$ cat config.mk
export PLATFORM = sky130hd
export DESIGN_NAME = program_loader_flat
export DESIGN_NICKNAME = d
export VERILOG_FILES = /design/src/rtl/loader_pkg.sv /design/src/rtl/program_loader_if.sv /design/src/rtl/word_assembler.sv /design/src/rtl/program_loader.sv /design/src/flat_wrapper.sv
export SDC_FILE = /design/constraint.sdc
export NUM_CORES = 1
export LEC_CHECK = 0
export ABC_CLOCK_PERIOD_IN_PS = 4150
export CAP_MARGIN = 20
export CELL_PAD_IN_SITES_DETAIL_PLACEMENT = 0
export CELL_PAD_IN_SITES_GLOBAL_PLACEMENT = 1
export CORE_ASPECT_RATIO = 1.2
export CORE_MARGIN = 2
export CORE_UTILIZATION = 42
export DETAILED_ROUTE_END_ITERATION = 16
export PLACE_DENSITY = 0.81
export SYNTH_ARGS = -nofsm -noshare
export SYNTH_HDL_FRONTEND = slang
export SYNTH_SLANG_ARGS = --single-unit
$ cat constraint.sdc
create_clock -name clk -period 4.15 [get_ports clk]
set_input_delay 0.83 -clock clk [delete_from_list [all_inputs] [get_ports clk]]
set_output_delay 0.83 -clock clk [all_outputs]
set_load 0.01 [all_outputs]
$ cat src/rtl/loader_pkg.sv
// Shared types and constants for the program loader and its word assembler.
// The CSUM state exists only when PROGRAM_LOADER_CHECKSUM_EN is defined.
package loader_pkg;

  localparam int HDR_BYTES      = 2;
  localparam int BYTES_PER_WORD = 4;

  typedef enum logic [2:0] {
    ST_IDLE,
    ST_HDR_LO,
    ST_HDR_HI,
    ST_DATA,
    ST_WRITE,
`ifdef PROGRAM_LOADER_CHECKSUM_EN
    ST_CSUM,
`endif
    ST_DONE,
    ST_ERROR
  } state_t;

endpackage

$ cat src/rtl/program_loader_if.sv
// Byte-stream input and program-memory write port of the program loader.
interface program_loader_if #(
  parameter int ADDR_WIDTH = 5
);
  logic                  byte_valid;
  logic [7:0]            byte_data;
  logic                  byte_ready;
  logic                  mem_we;
  logic [ADDR_WIDTH-1:0] mem_addr;
  logic [31:0]           mem_wdata;

  modport slave (
    input  byte_valid, byte_data,
    output byte_ready, mem_we, mem_addr, mem_wdata
  );

  modport master (
    output byte_valid, byte_data,
    input  byte_ready, mem_we, mem_addr, mem_wdata
  );
endinterface

$ cat src/rtl/word_assembler.sv
// Collects little-endian bytes into a 32-bit word; word_valid flags the byte
// that completes a word.
module word_assembler
  import loader_pkg::*;
(
  input  logic        clk,
  input  logic        reset,
  input  logic        clear,
  input  logic        byte_en,
  input  logic [7:0]  byte_data,
  output logic        word_valid,
  output logic [31:0] word
);

  localparam int CntW = $clog2(BYTES_PER_WORD);

  logic [CntW-1:0] byte_cnt;

  assign word_valid = byte_en && (byte_cnt == CntW'(BYTES_PER_WORD - 1));

  always_ff @(posedge clk or negedge reset) begin
    if (!reset) begin
      byte_cnt <= '0;
      word     <= '0;
    end else if (clear) begin
      byte_cnt <= '0;
      word     <= '0;
    end else if (byte_en) begin
      word[{byte_cnt, 3'b000} +: 8] <= byte_data;
      byte_cnt                      <= byte_cnt + 1'b1;
    end
  end

endmodule

$ cat src/rtl/program_loader.sv
// Boot loader: parses a counted byte image into program memory, then releases
// the CPU reset. Optional trailing XOR checksum: PROGRAM_LOADER_CHECKSUM_EN.
module program_loader
  import loader_pkg::*;
#(
  parameter int MEMORY_DEPTH = 32,
  parameter int ADDR_WIDTH   = 5
) (
  input  logic                clk,
  input  logic                reset,
  input  logic                load_start,
  program_loader_if.slave     bus,
  output logic                cpu_reset_n,
  output logic                busy,
  output logic                done,
  output logic                error,
  output logic [ADDR_WIDTH:0] words_loaded
);

  localparam logic [8*HDR_BYTES-1:0] DepthN = (8*HDR_BYTES)'(MEMORY_DEPTH);

  state_t                 state, state_nx;
  logic                   transfer;
  logic                   start_ok;
  logic [7:0]             hdr_lo;
  logic [8*HDR_BYTES-1:0] hdr_n;
  logic [ADDR_WIDTH-1:0]  word_idx;
  logic [ADDR_WIDTH-1:0]  last_idx;
  logic                   word_valid;
  logic [31:0]            word;

  assign transfer = bus.byte_valid && bus.byte_ready;
  assign start_ok = load_start &&
                    (state == ST_IDLE || state == ST_DONE || state == ST_ERROR);
  assign hdr_n    = {bus.byte_data, hdr_lo};

  word_assembler u_asm (
    .clk        (clk),
    .reset      (reset),
    .clear      (start_ok),
    .byte_en    (transfer && state == ST_DATA),
    .byte_data  (bus.byte_data),
    .word_valid (word_valid),
    .word       (word)
  );

`ifdef PROGRAM_LOADER_CHECKSUM_EN
  logic [7:0] csum;

  // Running XOR over header and data bytes; the checksum byte itself is excluded.
  always_ff @(posedge clk or negedge reset) begin
    if (!reset) begin
      csum <= '0;
    end else if (start_ok) begin
      csum <= '0;
    end else if (transfer && state != ST_CSUM) begin
      csum <= csum ^ bus.byte_data;
    end
  end
`endif

  always_comb begin
    state_nx       = state;
    bus.byte_ready = 1'b0;
    bus.mem_we     = 1'b0;
    bus.mem_addr   = word_idx;
    bus.mem_wdata  = word;
    busy           = 1'b1;
    done           = 1'b0;
    error          = 1'b0;
    case (state)
      ST_IDLE: begin
        busy = 1'b0;
        if (load_start) state_nx = ST_HDR_LO;
      end
      ST_DONE: begin
        busy = 1'b0;
        done = 1'b1;
        if (load_start) state_nx = ST_HDR_LO;
      end
      ST_ERROR: begin
        busy  = 1'b0;
        error = 1'b1;
        if (load_start) state_nx = ST_HDR_LO;
      end
      ST_HDR_LO: begin
        bus.byte_ready = 1'b1;
        if (transfer) state_nx = ST_HDR_HI;
      end
      ST_HDR_HI: begin
        bus.byte_ready = 1'b1;
        if (transfer) begin
          if (hdr_n > DepthN)   state_nx = ST_ERROR;
          else if (hdr_n == '0) state_nx = ST_DONE;
          else                  state_nx = ST_DATA;
        end
      end
      ST_DATA: begin
        bus.byte_ready = 1'b1;
        if (word_valid) state_nx = ST_WRITE;
      end
      ST_WRITE: begin
        bus.mem_we = 1'b1;
        if (word_idx != last_idx) state_nx = ST_DATA;
`ifdef PROGRAM_LOADER_CHECKSUM_EN
        else                      state_nx = ST_CSUM;
`else
        else                      state_nx = ST_DONE;
`endif
      end
`ifdef PROGRAM_LOADER_CHECKSUM_EN
      ST_CSUM: begin
        bus.byte_ready = 1'b1;
        if (transfer) state_nx = (bus.byte_data == csum) ? ST_DONE : ST_ERROR;
      end
`endif
      default: state_nx = ST_IDLE;
    endcase
  end

  always_ff @(posedge clk or negedge reset) begin
    if (!reset) begin
      state        <= ST_IDLE;
      hdr_lo       <= '0;
      word_idx     <= '0;
      last_idx     <= '0;
      words_loaded <= '0;
      cpu_reset_n  <= 1'b0;
    end else begin
      state <= state_nx;
      // Release only after a full cycle in DONE; a new load re-asserts at once.
      cpu_reset_n <= (state == ST_DONE) && (state_nx == ST_DONE);
      if (start_ok) begin
        word_idx     <= '0;
        words_loaded <= '0;
      end
      if (state == ST_HDR_LO && transfer) hdr_lo <= bus.byte_data;
      if (state == ST_HDR_HI && transfer) last_idx <= hdr_n[ADDR_WIDTH-1:0] - 1'b1;
      if (state == ST_WRITE) begin
        words_loaded <= words_loaded + 1'b1;
        if (state_nx == ST_DATA) word_idx <= word_idx + 1'b1;
      end
    end
  end

endmodule
$ cat src/flat_wrapper.sv
// flat-port wrapper written by rule: the top's interface ports become plain ports
module program_loader_flat import loader_pkg::*;
#(
  parameter int MEMORY_DEPTH = 32,
  parameter int ADDR_WIDTH   = 5
)
  (clk, reset, load_start, cpu_reset_n, busy, done, error, words_loaded, bus_byte_valid, bus_byte_data, bus_byte_ready, bus_mem_we, bus_mem_addr, bus_mem_wdata);
  program_loader_if #(.ADDR_WIDTH(ADDR_WIDTH)) bus_i ();
  input  logic clk;
  input  logic reset;
  input  logic load_start;
  output logic cpu_reset_n;
  output logic busy;
  output logic done;
  output logic error;
  output logic [ADDR_WIDTH:0] words_loaded;
  input wire logic [$bits(bus_i.byte_valid)-1:0] bus_byte_valid;
  input wire logic [$bits(bus_i.byte_data)-1:0] bus_byte_data;
  output wire logic [$bits(bus_i.byte_ready)-1:0] bus_byte_ready;
  output wire logic [$bits(bus_i.mem_we)-1:0] bus_mem_we;
  output wire logic [$bits(bus_i.mem_addr)-1:0] bus_mem_addr;
  output wire logic [$bits(bus_i.mem_wdata)-1:0] bus_mem_wdata;
  assign bus_i.byte_valid = bus_byte_valid;
  assign bus_i.byte_data = bus_byte_data;
  assign bus_byte_ready = bus_i.byte_ready;
  assign bus_mem_we = bus_i.mem_we;
  assign bus_mem_addr = bus_i.mem_addr;
  assign bus_mem_wdata = bus_i.mem_wdata;
  program_loader #(.MEMORY_DEPTH(MEMORY_DEPTH), .ADDR_WIDTH(ADDR_WIDTH)) u_core (.clk(clk), .reset(reset), .load_start(load_start), .bus(bus_i), .cpu_reset_n(cpu_reset_n), .busy(busy), .done(done), .error(error), .words_loaded(words_loaded));
endmodule
==> results.txt, run 1 <==
- Clock-pin slew was measured on the worst setup and hold paths at 70 ps.
- The critical path in this run is classified as reg2out.
* Resized Gates After CTS: 0
- Measured on the finished design, the core utilization comes to 55.8%.
* Status: complete, no violations
- Cell leakage power: 1.64 nW
- After the first detailed-routing iteration, the DRC count stood at 157.
- The final layout contains routed wiring with a total length of 7.39 mm.
- Slew @ Worst Pin: 991 ps
* IR drop worst, VDD: 247 uV
* Met2 global-route usage: 33.7%
* Average cell area after synthesis: 9.87 sq um
* Worst path required time: 3320 ps
- The number of antenna diodes in the final layout is 0.
- Hold buffer count at CTS: 0
- # DRC: 0
* Clock Root Buffer: clkbuf_8
- The largest individual stage delay along the critical path comes from the cell clkdlybuf4s50_1.
- The initial utilization of the core area, before any placement, comes to 43.5%.
- Vias in the first global route: 2412
- The number of buffers and inverters on the critical path is 2.
- The worst register-to-register path has a depth of 5.
- Number of port buffers: 60
* Proportion of layout cells with a drive suffix above 1: 8.45%
- First-pass iteration count of the detailed router: 4
- Accumulated negative setup slack: 0 ps
- Total grt overflow: 0
* Wire length of the first global-routing pass: 12.4 mm
- Chip Width: 81.2 um
- Counting instances, the worst hold path has a depth of 1.
* Gpl congestion: 0.824
* Post-synthesis net count: 325
- Clock Sink Count: 62
- In the global route stage, met3 resource usage came out at 5.95%.
- Average routed wire per standard cell: 16.3 um
* Relative slew margins: 33.0%
- Largest delay share family, worst path: buffers and inverters
- For this run, the slowest stage of the critical path takes 560 ps.
* Chain of cells forming the critical path: nor2_1 > nand2_1 > clkinv_1 > clkdlybuf4s50_1
- Relative to the synthesized area, the layout overhead comes to 28.1%.
- The floorplan has 33 rows.
- Number of buffers inserted during clock tree synthesis: 9
* Max Buffers Root-to-Sink: 2
* Initial antenna violation count: 0
- Count of mapped cells out of synthesis: 304
- Maximum fanout encountered on the critical timing path: 12
- Derived from the worst setup path, the maximum achievable clock frequency is 0.337 GHz.
* Portion of the post-synthesis area used by sequential elements: 51.7%
- The synthesized netlist occupies a cell area of 0.00300 sq mm.
* Grt met1 use: 28.2%
* Area share of the largest cell type after synthesis: 51.7%
* Most used standard cells in the synthesized netlist: dfrtp_1, nand2_1, a21oi_1
- In the post-synthesis netlist, the cell with the most instances is dfrtp_1.
- Summed over all instances, the cell type with the most area after synthesis is dfrtp_1.
- Largest clock skew in the final design: 4.37 ps
- Most area-consuming cells after synthesis: dfrtp_1, nand2_1, a22oi_1
* Detail Placement HPWL: 5.17 mm
- At the later pin of the worst-skew pair, clock insertion delay measures 340 ps.
- Synthesis inferred 62 register bits.
* Remaining number of nets flagged by the antenna check after routing: 0
* EDFF count, synth: 0
* Maximum number of pins on one net before global-route repair: 37
* Post-route insts no fill: 454
* Syn. warnings: 0
- In the routed layout, each cell is associated on average with a via count of 5.49.
* Async S/R FF share, synth: 100%
- Number of unique standard cell types used by synthesis: 41
- Number of maximum-capacitance violations: 0
* Count of cell instances traversed by the critical path: 4
* Hold/Removal Path Class: reg2reg
- Areal power density over the cells: 539 mW/mm^2
- The tightest hold path in the finished design has a slack of 493 ps.
* Critical path capture point type: primary output
- GRT Util Overall: 21.1%
* Worst Setup Start Kind: flip-flop
* # H-tree levels: 3
- The die covers 0.00784 sq mm.
- TritonCTS clock tree: yes
* Vertical die dimension: 96.6 um
- DP Cell Count: 438
- Post-CTS timing repair inserted 0 buffers for setup.
- Unrepaired setup endpoints after global routing: no
- Across all layers, the routed design uses 2494 vias.
* Max-slew violation count: 0
- Dominant register cell in the synthesized netlist: dfrtp_1
* Time the worst path needs with I/O delays and setup: 2970 ps
- The global routing stage identified its most utilized layer as met2.
- Dividing the final minimum period by the clock period gives 71.6%.
- For this design the top-level I/O count stands at 61.
- For this run, the post-layout net count is 383.
* Critical path arrival: 2140 ps
- The number of hold violations in the final report was 0.
- Setup violations remaining at the end of the flow were counted as 0.
- CORE AREA: 0.00690 sq mm
-- cells by family (layout without fill, tap and decap cells) --
| logic type | Yosys count | after routing | synth area share, % |
|---|---|---|---|
| compound gates | 67 | 67 | 13.5 |
| fa+ha+maj | 9 | 9 | 3.75 |
| mux | 12 | 12 | 4.25 |
| simple gates | 115 | 115 | 19.8 |
| flops | 62 | 62 | 51.7 |
| xor+xnor | 12 | 12 | 3.50 |
| buf+inv | 27 | 90 | 3.50 |
-- registers in the layout (all words and copies together) (netlist names) --
signal                 cells
u_core.u_asm.word         32
u_core.hdr_lo              8
u_core.words_loaded        6
u_core.bus.mem_addr        5
u_core.last_idx            5
u_core.state               3
u_core.u_asm.byte_cnt      2
u_core.cpu_reset_n         1
-- worst paths after layout --
kind                                                           start                                end  slack (ps)
worst max register to register  u_core.u_asm.byte_cnt[0]$_DFFE_PN0P_   u_core.u_asm.word[0]$_DFFE_PN0P_        1800
worst min-delay path                    u_core.hdr_lo[0]$_DFFE_PN0P_     u_core.last_idx[0]$_DFFE_PN0P_         490
worst min register to register          u_core.hdr_lo[0]$_DFFE_PN0P_     u_core.last_idx[0]$_DFFE_PN0P_         490
min in group asynchronous                                      reset   u_core.bus.mem_addr[0]$_DFF_PN0_         550
max in group asynchronous                                      reset  u_core.u_asm.word[21]$_DFFE_PN0P_        2740
worst max-delay path                       u_core.state[0]$_DFF_PN0_                         bus_mem_we        1180
-- stage by stage --
step	cell area [sq um]	setup WS, ps	total power [W]
3_5_place_dp	3670	1150	0.00162
4_1_cts	3840	1170	0.00210
2_1_floorplan	3000	1820	0.00133
3_3_place_gp	3670	1180	0.00161
5_1_grt	3840	1000	0.00223
6_report	3840	1180	0.00207
-- layer usage --
layer	wire length, um	part of all wire, %
met1	3350	45
met5	0	0
met3	384	5.2
met2	3600	49
met4	53	0.72
-- layout make-up --
cell class                      instances  area (sq um)
Clock buffer                            9           124
Clock inverter                          7          51.3
Fill cell                             641          3050
Inverter                               10          37.5
Multi-Input combinational cell        215          1350
Sequential cell                        62          1550
Tap cell                               87           109
Timing Repair Buffer                   64           626
-- report_power, final --
part           leakage [nW]  switching, W  total [W]  internal (W)
Sequential            0.833      0.000142   0.000876      0.000734
Clock                0.0852      0.000252   0.000469      0.000217
Combinational         0.725      0.000382   0.000725      0.000343
-- cell usage in the layout (no fill, tap or decap), types with 3 or more instances in the layout --
cell type        instances
a21oi_1                 22
a22oi_1                 16
and3_1                   4
buf_4                    4
clkbuf_8                 9
clkdlybuf4s50_1         59
clkinv_4                 3
dfrtp_1                 62
ha_1                     9
inv_1                    9
mux2_2                   6
mux2i_1                  6
nand2_1                 42
nand2b_1                 3
nand3_1                 10
nand4_1                 16
nor2_1                  19
nor3_1                   4
o211ai_1                 4
o21ai_0                 11
o21ai_1                  6
or4_1                    3
xnor2_1                  8
xor2_1                   4
Note: power is estimated with default switching activity, not from simulation.
==> run 2: changes to the inputs <==
ABC_CLOCK_PERIOD_IN_PS = 2800   (was 4150)
CORE_UTILIZATION = 39   (was 42)
PLACE_DENSITY = 0.76   (was 0.81)
clock period = 2.8 ns   (was 4.15 ns; I/O delays follow)
==> run 2 against run 1 <==
  * Sequential power up 47%
  * Critical path type unchanged
  * Sequential share of layout area down 1.5 points
  * Worst hold slack worse by 260 ps
  * Critical endpoint is now busy
  * First-iteration DRC count down 20%
  * Critical path depth unchanged
  * Register-to-register slack worse by 1100 ps
  * Die area up 7.3%
  * Global-route usage down 2.4 points
  * Routed wire length up 1.1%
  * Count of clock-buffer cells in the layout up 2
  * Total power up 60%
  * Via count up 2.5%
==> results.txt, run 2 (synthesized netlist as in run 1, its figures left out) <==
- Average routed wire per standard cell: 15.9 um (-2.1%)
- The worst-case setup slack after placement was 160 ps (-991 ps).
* Num rows: 35 (+6.1%)
* Cell Area, Placed: 0.00376 sq mm (+2.6%)
* Critical path arrival: 1910 ps (-230 ps)
- The average via count per standard cell is 5.45 (-0.75%).
* # DRC: 0 (unchanged)
- Detail Placement HPWL: 5.25 mm (+1.6%)
- Total of endpoints with negative setup slack in the final report: 0 (unchanged)
- TritonCTS clock tree: yes
- The clock power share is 27.3% (+4.6 points).
- Area enclosed by the die boundary: 0.00841 sq mm (+7.3%)
- Max layer used: met4
- Maximum number of pins on one net before global-route repair: 38 (+2.7%)
* Worst path required time: 2240 ps (-1080 ps)
* Time the worst path needs with I/O delays and setup: 2470 ps
* Largest clock skew in the final design: 11.3 ps (+6.93 ps)
- Total wirelength of the detailed-routed design: 7.48 mm (+1.1%)
- Gpl congestion: 0.729 (-11%)
- Met2 WL: 3.56 mm (-1.2%)
* Chain of cells forming the critical path: and3b_1 > a21oi_1 > buf_4 > clkdlybuf4s50_1
- The number of max-slew violations in the final report was 0 (unchanged).
- The number of instances resized during post-cts repair is 0 (unchanged).
- Initial cell density of the core: 39.6% (-3.9 points)
- Final layout net count: 393 (+2.6%)
- Total grt overflow: 0 (unchanged)
- The share of total power in combinational logic is 33.7% (-1.3 points).
- The total leakage power is 1.73 nW (+5.1%).
- Wire length of the first global-routing pass: 12.4 mm (-0.11%)
* Clock transition at path regs: 70 ps (about the same)
- The count of input and output buffers is 60 (unchanged).
- Fill cell count: 729 (+14%)
- Number of buffers inserted during clock tree synthesis: 9 (unchanged)
* Int Pwr: 0.00217 W (+68%)
* Most common cell after layout, fill and taps aside: dfrtp_1
- In the finished design, the share of the clock period the worst path needs comes to 88.2%.
- Relative slew margins: 47.7% (+15 points)
- Clock Sink Count: 62 (unchanged)
- Top achievable clock speed: 0.405 GHz
- The biggest cell delay along the critical path was 540 ps (-20 ps).
- The overall track demand over capacity in global routing was 18.7% (-2.4 points).
- The number of optimization iterations in the first detailed-route pass came to 4 (unchanged).
* M1 wire length: 3.45 mm (+2.8%)
- Final Instance Area: 0.00400 sq mm (+3.9%)
- The number of hold violations in the final report is 0 (unchanged).
* Worst Setup Start Kind: flip-flop
* Vias in the first global route: 2437 (+1.0%)
- The largest voltage drop on the vdd net came to 430 uV (+74%).
- STA classifies the critical path endpoint as a primary output.
- The post-CTS setup-driven buffer insertion count is 0 (unchanged).
- Clock latency at the later pin of the worst-skew pair: 340 ps (about the same)
* Chip Width: 84.1 um (+3.6%)
- The total power per unit cell area is 829 mW/mm^2 (+54%).
- Count of boundary I/O pins: 61 (unchanged)
* Slowest stage cell, crit path: clkdlybuf4s50_1
- Vertical die dimension: 100 um (+3.6%)
- The total buffers and inverters traversed by the critical path was 2 (unchanged).
- The number of max-cap violations was 0 (unchanged).
* CORE AREA: 0.00758 sq mm (+9.9%)
- Largest registers: u_core.u_asm.word x32, u_core.hdr_lo x8, u_core.words_loaded x6
* Hold buffer count at CTS: 0 (unchanged)
- # H-tree levels: 3 (unchanged)
- The number of antenna violations at the first check in global routing was 0 (unchanged).
- Flip-flop count of the largest register, all copies and words added: 32 (unchanged)
- The post-detailed-route count of antenna-violating nets was 0 (unchanged).
* Post-route setup slack: 329 ps (-850 ps)
* Unrepaired setup endpoints after global routing: no
- Kind of critical path: reg2out
- Slew @ Worst Pin: 778 ps (-213 ps)
* Number of antenna cells inserted: 0 (unchanged)
- The top cell types in the final layout, fill and taps aside, are dfrtp_1, clkdlybuf4s50_1, nand2_1, a21oi_1, nor2_1.
* Status: complete, no violations
- The setup total negative slack is 0 ps (unchanged).
- Largest delay share family, worst path: buffers and inverters
- Max Buffers Root-to-Sink: 2 (unchanged)
- The power dissipated by switching net loads was 0.00114 W (+47%).
* Hold/Removal Path Class: in2async
- Proportion of layout cells with a drive suffix above 1: 10.9% (+2.4 points)
* Proportion of power drawn by flip-flops and latches: 39.1% (-3.2 points)
- Top reg by flops: u_core.u_asm.word
- Detailed Route Iter0 Violations: 126 (-20%)
- Maximum fanout encountered on the critical timing path: 13 (+1)
- The wire length on met3 came to 364 um (-5.2%).
- Signed area change from the synthesized netlist to the final layout: 33.2%
- Clock Root Buffer: clkbuf_8
- Switching Fraction: 34.5% (-3.0 points)
* Via total after detailed routing: 2557 (+2.5%)
run 2: changes by cell type in the layout (fill, tap and decap cells not counted), sizes merged:
cell and delta:
clkinv -3, buf +10, clkinvlp -1, clkbuf +2, bufinv +2
run 2: final cells by class:
cell class / instances / area [sq um] / area share, %
multi-input cells: 215 / 1350 / 33.7
well taps: 92 / 115 / 2.88
clock inverters: 5 / 81.3 / 2.04
inverters: 10 / 37.5 / 0.939
repair buffers: 74 / 713 / 17.8
clock buffers: 11 / 151 / 3.79
flip-flops and latches: 62 / 1550 / 38.8
run 2: path summary, 6_finish.rpt:
check                                                startpoint                                    to  slack [ps]  cells past startpoint
setup / recovery                      u_core.state[2]$_DFF_PN0_                                  busy         330                      4
max in group asynchronous                                 reset  u_core.u_asm.byte_cnt[0]$_DFFE_PN0P_        1940                      2
hold / removal                                            reset      u_core.bus.mem_addr[4]$_DFF_PN0_         230                      1
min in group clk                   u_core.hdr_lo[0]$_DFFE_PN0P_        u_core.last_idx[0]$_DFFE_PN0P_         500                      1
hold reg to reg                    u_core.hdr_lo[0]$_DFFE_PN0P_        u_core.last_idx[0]$_DFFE_PN0P_         500                      1
setup reg to reg           u_core.u_asm.byte_cnt[0]$_DFFE_PN0P_     u_core.u_asm.word[23]$_DFFE_PN0P_         700                      6
run 2: power groups by stage:
stage	clock, W	combinational, W	sequential (W)
after global placement	0	0.00110	0.00131
final	0.000904	0.00112	0.00129
after floorplan	0	0.000701	0.00127
after CTS	0.000925	0.00113	0.00130
after detailed placement	0	0.00112	0.00131
after global routing	0.000972	0.00125	0.00133
run 2: worst reg2reg max path, delay by kind of cell, from the launching register on:
kind,cells,cell delay [ps]
simple gates,3,870
fa+ha+maj,1,350
flops,1,460
compound gates,1,190
buf+inv,1,160
run 2: metal layers:
metal | global-route usage (%) | vias up
li1 | - | 1219
met1 | 26.1 | 1252
met2 | 29.0 | 75
met3 | 3.13 | 11
met4 | 7.82 | 0
met5 | 0 | -
run 2: metrics by stage:
stage / hold WS (ps) / util, % / std cells / total power (W)
2_1_floorplan: 264 / - / 304 / 0.00197
3_3_place_gp: 483 / 49.7 / 453 / 0.00241
3_5_place_dp: 493 / 49.7 / 453 / 0.00244
4_1_cts: 247 / 52.7 / 469 / 0.00335
5_1_grt: 290 / 52.7 / 469 / 0.00355
6_report: 231 / 52.7 / 469 / 0.00331
==> run 3: changes to the inputs <==
SLEW_MARGIN = 25   (was not set)
==> results of run 3 <==
Final layout, timing and power as in run 2 (identical DEF).
